[config.mk]
export PLATFORM = sky130hd
export DESIGN_NAME = prach_fcw_ctrl
export DESIGN_NICKNAME = d
export VERILOG_FILES = /design/src/rtl/prach_pkg.sv /design/src/rtl/prach_fcw_bank.sv /design/src/rtl/prach_fcw_ctrl.sv
export SDC_FILE = /design/constraint.sdc
export NUM_CORES = 2
export LEC_CHECK = 0
export CAP_MARGIN = 20
export CORE_MARGIN = 2
export CORE_UTILIZATION = 45
export DETAILED_ROUTE_END_ITERATION = 6
export PLACE_DENSITY = 0.68
export SYNTH_ARGS = -nofsm -noshare
export SYNTH_HDL_FRONTEND = slang
export SYNTH_SLANG_ARGS = --single-unit
[constraint.sdc]
create_clock -name clk -period 4.5 [get_ports clk]
set_input_delay 0.675 -clock clk [delete_from_list [all_inputs] [get_ports clk]]
set_output_delay 0.675 -clock clk [all_outputs]
set_load 0.03 [all_outputs]
[src/rtl/prach_pkg.sv]
// Shared constants and types for the PRACH mixer and its FCW configuration controller.
package prach_pkg;

    localparam int unsigned NUM_ANT = 3;
    localparam int unsigned NUM_CHN = 8;
    localparam int unsigned FCW_W   = 17;

    typedef logic [FCW_W-1:0] fcw_t;

    typedef enum logic {
        IDLE,
        ARMED
    } fcw_ctrl_state_e;

endpackage

[src/rtl/prach_fcw_bank.sv]
// Shadow and active FCW register arrays; apply copies the whole shadow bank in one edge.
module prach_fcw_bank #(
    parameter int unsigned NUM_ANT = prach_pkg::NUM_ANT,
    parameter int unsigned NUM_CHN = prach_pkg::NUM_CHN,
    parameter int unsigned FCW_W   = prach_pkg::FCW_W
) (
    input  logic                                       clk,
    input  logic                                       rst,
    input  logic                                       wr_en,
    input  logic [1:0]                                 wr_ant,
    input  logic [2:0]                                 wr_chn,
    input  logic [FCW_W-1:0]                           wr_fcw,
    input  logic                                       apply,
    output logic [NUM_ANT-1:0][NUM_CHN-1:0][FCW_W-1:0] active
);

    logic [NUM_ANT-1:0][NUM_CHN-1:0][FCW_W-1:0] shadow_q, shadow_d;
    logic [NUM_ANT-1:0][NUM_CHN-1:0][FCW_W-1:0] active_q, active_d;

    // wr_en is only raised for in-range indices, so the dynamic select stays in bounds.
    always_comb begin
        shadow_d = shadow_q;
        if (wr_en) begin
            shadow_d[wr_ant][wr_chn] = wr_fcw;
        end
        active_d = apply ? shadow_q : active_q;
    end

    always_ff @(posedge clk) begin
        if (rst) begin
            shadow_q <= '0;
            active_q <= '0;
        end else begin
            shadow_q <= shadow_d;
            active_q <= active_d;
        end
    end

    assign active = active_q;

endmodule

[src/rtl/prach_fcw_ctrl.sv]
// Frame-aligned FCW configuration controller: writes fill a shadow bank, a commit
// arms a transfer, and the next sync copies the whole bank to the mixer-facing copy.
module prach_fcw_ctrl #(
    parameter int unsigned NUM_ANT = prach_pkg::NUM_ANT,
    parameter int unsigned NUM_CHN = prach_pkg::NUM_CHN,
    parameter int unsigned FCW_W   = prach_pkg::FCW_W
) (
    input  logic                                       clk,
    input  logic                                       rst,
    input  logic                                       wr_valid,
    output logic                                       wr_ready,
    input  logic [1:0]                                 wr_ant,
    input  logic [2:0]                                 wr_chn,
    input  logic [FCW_W-1:0]                           wr_fcw,
    output logic                                       wr_err,
    input  logic                                       commit,
    input  logic                                       cancel,
    input  logic                                       sync_in,
    output logic                                       pending,
    output logic                                       upd_done,
    output logic [7:0]                                 upd_cnt,
    output logic [NUM_ANT-1:0][NUM_CHN-1:0][FCW_W-1:0] ctrl_fcw
);

    import prach_pkg::*;

    fcw_ctrl_state_e state_q, state_d;
    logic            pending_q, pending_d;
    logic            upd_done_q, upd_done_d;
    logic            wr_err_q, wr_err_d;
    logic [7:0]      upd_cnt_q, upd_cnt_d;

    logic wr_accept;
    logic wr_bad;
    logic apply;

    // State register
    always_ff @(posedge clk) begin
        if (rst) begin
            state_q    <= IDLE;
            pending_q  <= 1'b0;
            upd_done_q <= 1'b0;
            wr_err_q   <= 1'b0;
            upd_cnt_q  <= 8'd0;
        end else begin
            state_q    <= state_d;
            pending_q  <= pending_d;
            upd_done_q <= upd_done_d;
            wr_err_q   <= wr_err_d;
            upd_cnt_q  <= upd_cnt_d;
        end
    end

    // Next-state logic; cancel outranks a coincident sync
    always_comb begin
        state_d = state_q;
        unique case (state_q)
            IDLE: begin
                if (commit) begin
                    state_d = ARMED;
                end
            end
            ARMED: begin
                if (cancel || sync_in) begin
                    state_d = IDLE;
                end
            end
            default: state_d = IDLE;
        endcase
    end

    // Outputs and datapath controls
    always_comb begin
        wr_ready   = (state_q == IDLE);
        wr_accept  = wr_valid && wr_ready;
        wr_bad     = (32'(wr_ant) >= NUM_ANT) || (32'(wr_chn) >= NUM_CHN);
        apply      = (state_q == ARMED) && !cancel && sync_in;
        wr_err_d   = wr_accept && wr_bad;
        upd_done_d = apply;
        upd_cnt_d  = apply ? upd_cnt_q + 8'd1 : upd_cnt_q;
        pending_d  = (state_d == ARMED);
    end

    prach_fcw_bank #(
        .NUM_ANT (NUM_ANT),
        .NUM_CHN (NUM_CHN),
        .FCW_W   (FCW_W)
    ) u_bank (
        .clk    (clk),
        .rst    (rst),
        .wr_en  (wr_accept && !wr_bad),
        .wr_ant (wr_ant),
        .wr_chn (wr_chn),
        .wr_fcw (wr_fcw),
        .apply  (apply),
        .active (ctrl_fcw)
    );

    assign pending  = pending_q;
    assign upd_done = upd_done_q;
    assign wr_err   = wr_err_q;
    assign upd_cnt  = upd_cnt_q;

endmodule

==> results.txt <==
The share of cells above drive strength 1 is 0.06099, and the wire length of the first global-routing pass is 131000 microns. After clock tree synthesis, the clock-pin slew on the worst setup and hold paths is 60 ps. The largest fanout of any net on the critical path came out at 9. For flop-to-flop paths, the worst setup slack is 2280 ps. On the final layout, the worst hold slack is 443.7 ps. The tightest min-delay check is of the reg2reg type. The post-synthesis async set-or-reset flop share came out at 0. In this run the horizontal extent of the chip is 262.3 microns.

When the netlist entered floorplanning its net count stood at 3241. Counting the fill cells in the layout gives 5834. The sequential cell area in the final layout is 16560 sq um.

After synthesis, the cell types taking the most area are sky130_fd_sc_hd__dfxtp_1 (55%), sky130_fd_sc_hd__mux2i_1 (14%), sky130_fd_sc_hd__nand2_1 (10%), sky130_fd_sc_hd__nand2b_1 (8.9%), sky130_fd_sc_hd__a21oi_1 (6.9%). After detailed routing, the number of remaining DRC violations is 0. STA classifies the critical path endpoint as an output port. OpenSTA, run right after detailed placement, puts the worst setup slack at 1591 ps.

The multi-input combinational cells in the finished layout cover a total of 12400 sq um. The run gives 0 as the number of hold buffers added after CTS. The total negative slack is 0 ps, and the final design area excluding fillers is 37960 sq um.

The number of synthesized flops with an enable pin came out at 0. The overall fraction of global-route tracks in use is 0.2427, and the CTS buffer count is 85. On the worst path, the slowest cell contributes a delay of 630 ps. The count of state elements after synthesis was 827; the signed area change from the synthesized netlist to the final layout was 26.49%.

The total wirelength of the detailed-routed design was 86930 microns; the arrival time of the worst setup path was 2000 ps. At the later pin of the worst-skew pair, clock insertion delay measures 630 ps. For the remaining antenna violation count after routing, the log shows 0. The tools report the cell at the root of the clock tree as sky130_fd_sc_hd__clkbuf_16. Dividing the synthesized area by the synthesized cell count gives 9.344 sq um. The die covers 68780 sq um.

The slew at the pin closest to its max-slew limit was 1204 ps. For this run, the leading register cell type out of synthesis is sky130_fd_sc_hd__dfxtp_1. The logs give 17.82 ps for the worst clock skew and 3551 for the net count of the finished layout. The final-report max-slew violation count was 0. In this run the cell area measured after placement is 34880 sq um. Dividing the detail-routed wire length by the instance count gives 19.51 microns. Setup violations remaining at the end of the flow were counted as 0.

The logs give 0 for the number of cells upsized or downsized after cts and 1 for the number of antenna violations at the first check in global routing. Counting both buffers and inverters, the worst setup path holds a total of 2. Largest delay contributor family on the critical path: buffers and inverters. The fraction of the cycle the final worst path needs is 0.5940, and the detailed-placement wirelength estimate is 51980 microns. Setup repair after global routing left no endpoint under its margin. The via count of the first global-routing pass came out at 21410. The first-pass detailed-route iteration total was 5. TritonCTS built the clock tree.

The tools report the kind of start point of the critical path as a flip-flop. For this design, the slowest cell found on the critical path is sky130_fd_sc_hd__clkdlybuf4s50_1. The run finished with clean final reports. The cell type contributing the most total cell area after synthesis was sky130_fd_sc_hd__dfxtp_1. In this run the tool buffered the top-level ports with 447 buffer cells. The netlist area before placement is 30010 sq um, and the maximum number of pins on one net before global-route repair is 235.

The first-iteration detailed-routing DRC count was 1801. The overall die height is 262.3 microns. Yosys printed 0 warnings.

Distinct cell type count after synthesis: 30. For the sequential element share of the synthesized area, the log shows 0.5516. The count of clock tree sinks came out at 827. The highest ir drop seen on vdd is 0.2422 mV.

The clock passes through at most 3 buffers. The max capacitance violation total is 0, and the time the worst path needs with I/O delays and setup is 2673 ps. The global route total overflow is 0.

The share of the synthesized area in the top cell type was 0.5516; the final number of hold-violating endpoints was 0. Row count: 94. The count of H-tree levels built during CTS was 3.

The setup path with the least slack is of type reg2out. The analysis attributes to cell leakage a power of 0.01525 uW. In this run the post-CTS setup repair buffer count came out at 0. At the worst endpoint, the required time is 3830 ps. Traced cell by cell, the critical path runs through inv_1, clkdlybuf4s50_1. Power spread over the standard cell area amounts to 408.2 nW/um^2. The floorplan step defined a core boundary enclosing 65860 sq um. The cell count after synthesis came out at 3212. The total number of vias came out at 22640.

Worst max-slew margin expressed relative to the limit: 0.1972. The tools report the antenna diode count as 0. The logs give 1827 ps for the setup slack after layout and 448 for the number of I/O pins.

Based on the critical path, the design can be clocked at up to 374.1 MHz. The number of vias per cell after detailed routing is 5.081, and the initial standard-cell utilization of the core is 0.4557. The last weighted congestion value of the routability-driven placer is 0.7650.
## flip-flops by register name (all words and copies together) (netlist names)
| name | flops |
|---|---|
| upd_cnt | 8 |
| wr_err | 1 |
| u_bank.active | 408 |
| u_bank.shadow_q | 408 |
| upd_done | 1 |
| pending | 1 |
## cell usage after synthesis (2+ instances only)
cell and number:
sky130_fd_sc_hd__buf_6 3, sky130_fd_sc_hd__nor3b_1 2, sky130_fd_sc_hd__clkbuf_1 145, sky130_fd_sc_hd__a21oi_1 415
sky130_fd_sc_hd__or4_1 2, sky130_fd_sc_hd__dfxtp_1 827, sky130_fd_sc_hd__nand2b_1 425, sky130_fd_sc_hd__nor4bb_1 2
sky130_fd_sc_hd__and3b_1 4, sky130_fd_sc_hd__nand4_1 4, sky130_fd_sc_hd__nand2_2 21, sky130_fd_sc_hd__buf_2 104
sky130_fd_sc_hd__nand3_1 2, sky130_fd_sc_hd__nor2_1 4, sky130_fd_sc_hd__o21ai_0 3, sky130_fd_sc_hd__nand2_1 820
sky130_fd_sc_hd__o31ai_1 2, sky130_fd_sc_hd__buf_4 4, sky130_fd_sc_hd__or3_1 3, sky130_fd_sc_hd__mux2i_1 408
sky130_fd_sc_hd__nor3b_2 3
## routing by layer
metal | GRT usage | wire [microns] | up-vias | share of wire
met4 | 0.06880 | 1839 | 0 | 0.021
met3 | 0.03379 | 3965 | 108 | 0.046
met2 | 0.4051 | 41860 | 534 | 0.48
met1 | 0.3279 | 39270 | 10960 | 0.45
met5 | 0 | 0 | - | 0
li1 | - | - | 11040 | -
## final cells by class
class / instances / area share
flip-flops and latches: 827 / 0.4361
multi-input cells: 2128 / 0.3266
repair buffers: 479 / 0.1276
clock buffers: 128 / 0.06859
well taps: 864 / 0.02848
clock inverters: 28 / 0.01252
inverters: 1 / 0.00009888
## cells in the final DEF, fill, tap and decap left out, drive strengths merged, types with 2 or more instances in the layout
master	instances
mux2i	408
nor2	4
clkdlybuf4s50	446
nand2	841
or4	2
a21oi	415
o21ai	3
clkbuf	128
inv	3
o31ai	2
bufinv	12
dfxtp	827
buf	33
nand2b	425
nand4	4
and3b	4
clkinv	13
or3	3
nor3b	5
nand3	2
nor4bb	2
## worst reg2reg max path: cells and delay by family (launching register included)
| kind | cells | cell delay [ps] |
|---|---|---|
| flops | 1 | 590 |
| buf+inv | 2 | 710 |
| compound gates | 1 | 140 |
| simple gates | 2 | 700 |
## kinds of logic after synthesis
group / count (synthesis) / share of synthesized area
and+or+nand+nor: 1297 / 0.2034
DFF: 827 / 0.5516
AOI/OAI and AO/OA: 420 / 0.07020
muxes: 408 / 0.1361
buffers and inverters: 257 / 0.03773
xor gates and xnor gates: 2 / 0.0005838
adders and majority gates: 1 / 0.0004168
## report_power, final
part,switching [uW],internal (uW)
Sequential,16.4,7350
Combinational,358,147
Clock,2940,4690
Total,3310,12200
## per-stage QoR
stage                     total power, uW  utilization  cells
after floorplan                      7834            -   3212
final                               15500       0.5764   4455
after CTS                           15620       0.5764   4455
after detailed placement             8030       0.5296   4299
after global placement               8032       0.5296   4299
after global routing                15950       0.5764   4455
## path summary, 6_finish.rpt
check,cells after the start,to,startpoint
worst max-delay path,2,wr_ready,pending
worst min-delay path,2,u_bank.active[59],u_bank.shadow_q[59]
worst max register to register,5,u_bank.active[199],pending
worst min register to register,2,u_bank.active[59],u_bank.shadow_q[59]
No activity file was read; power rests on OpenSTA's default activity.
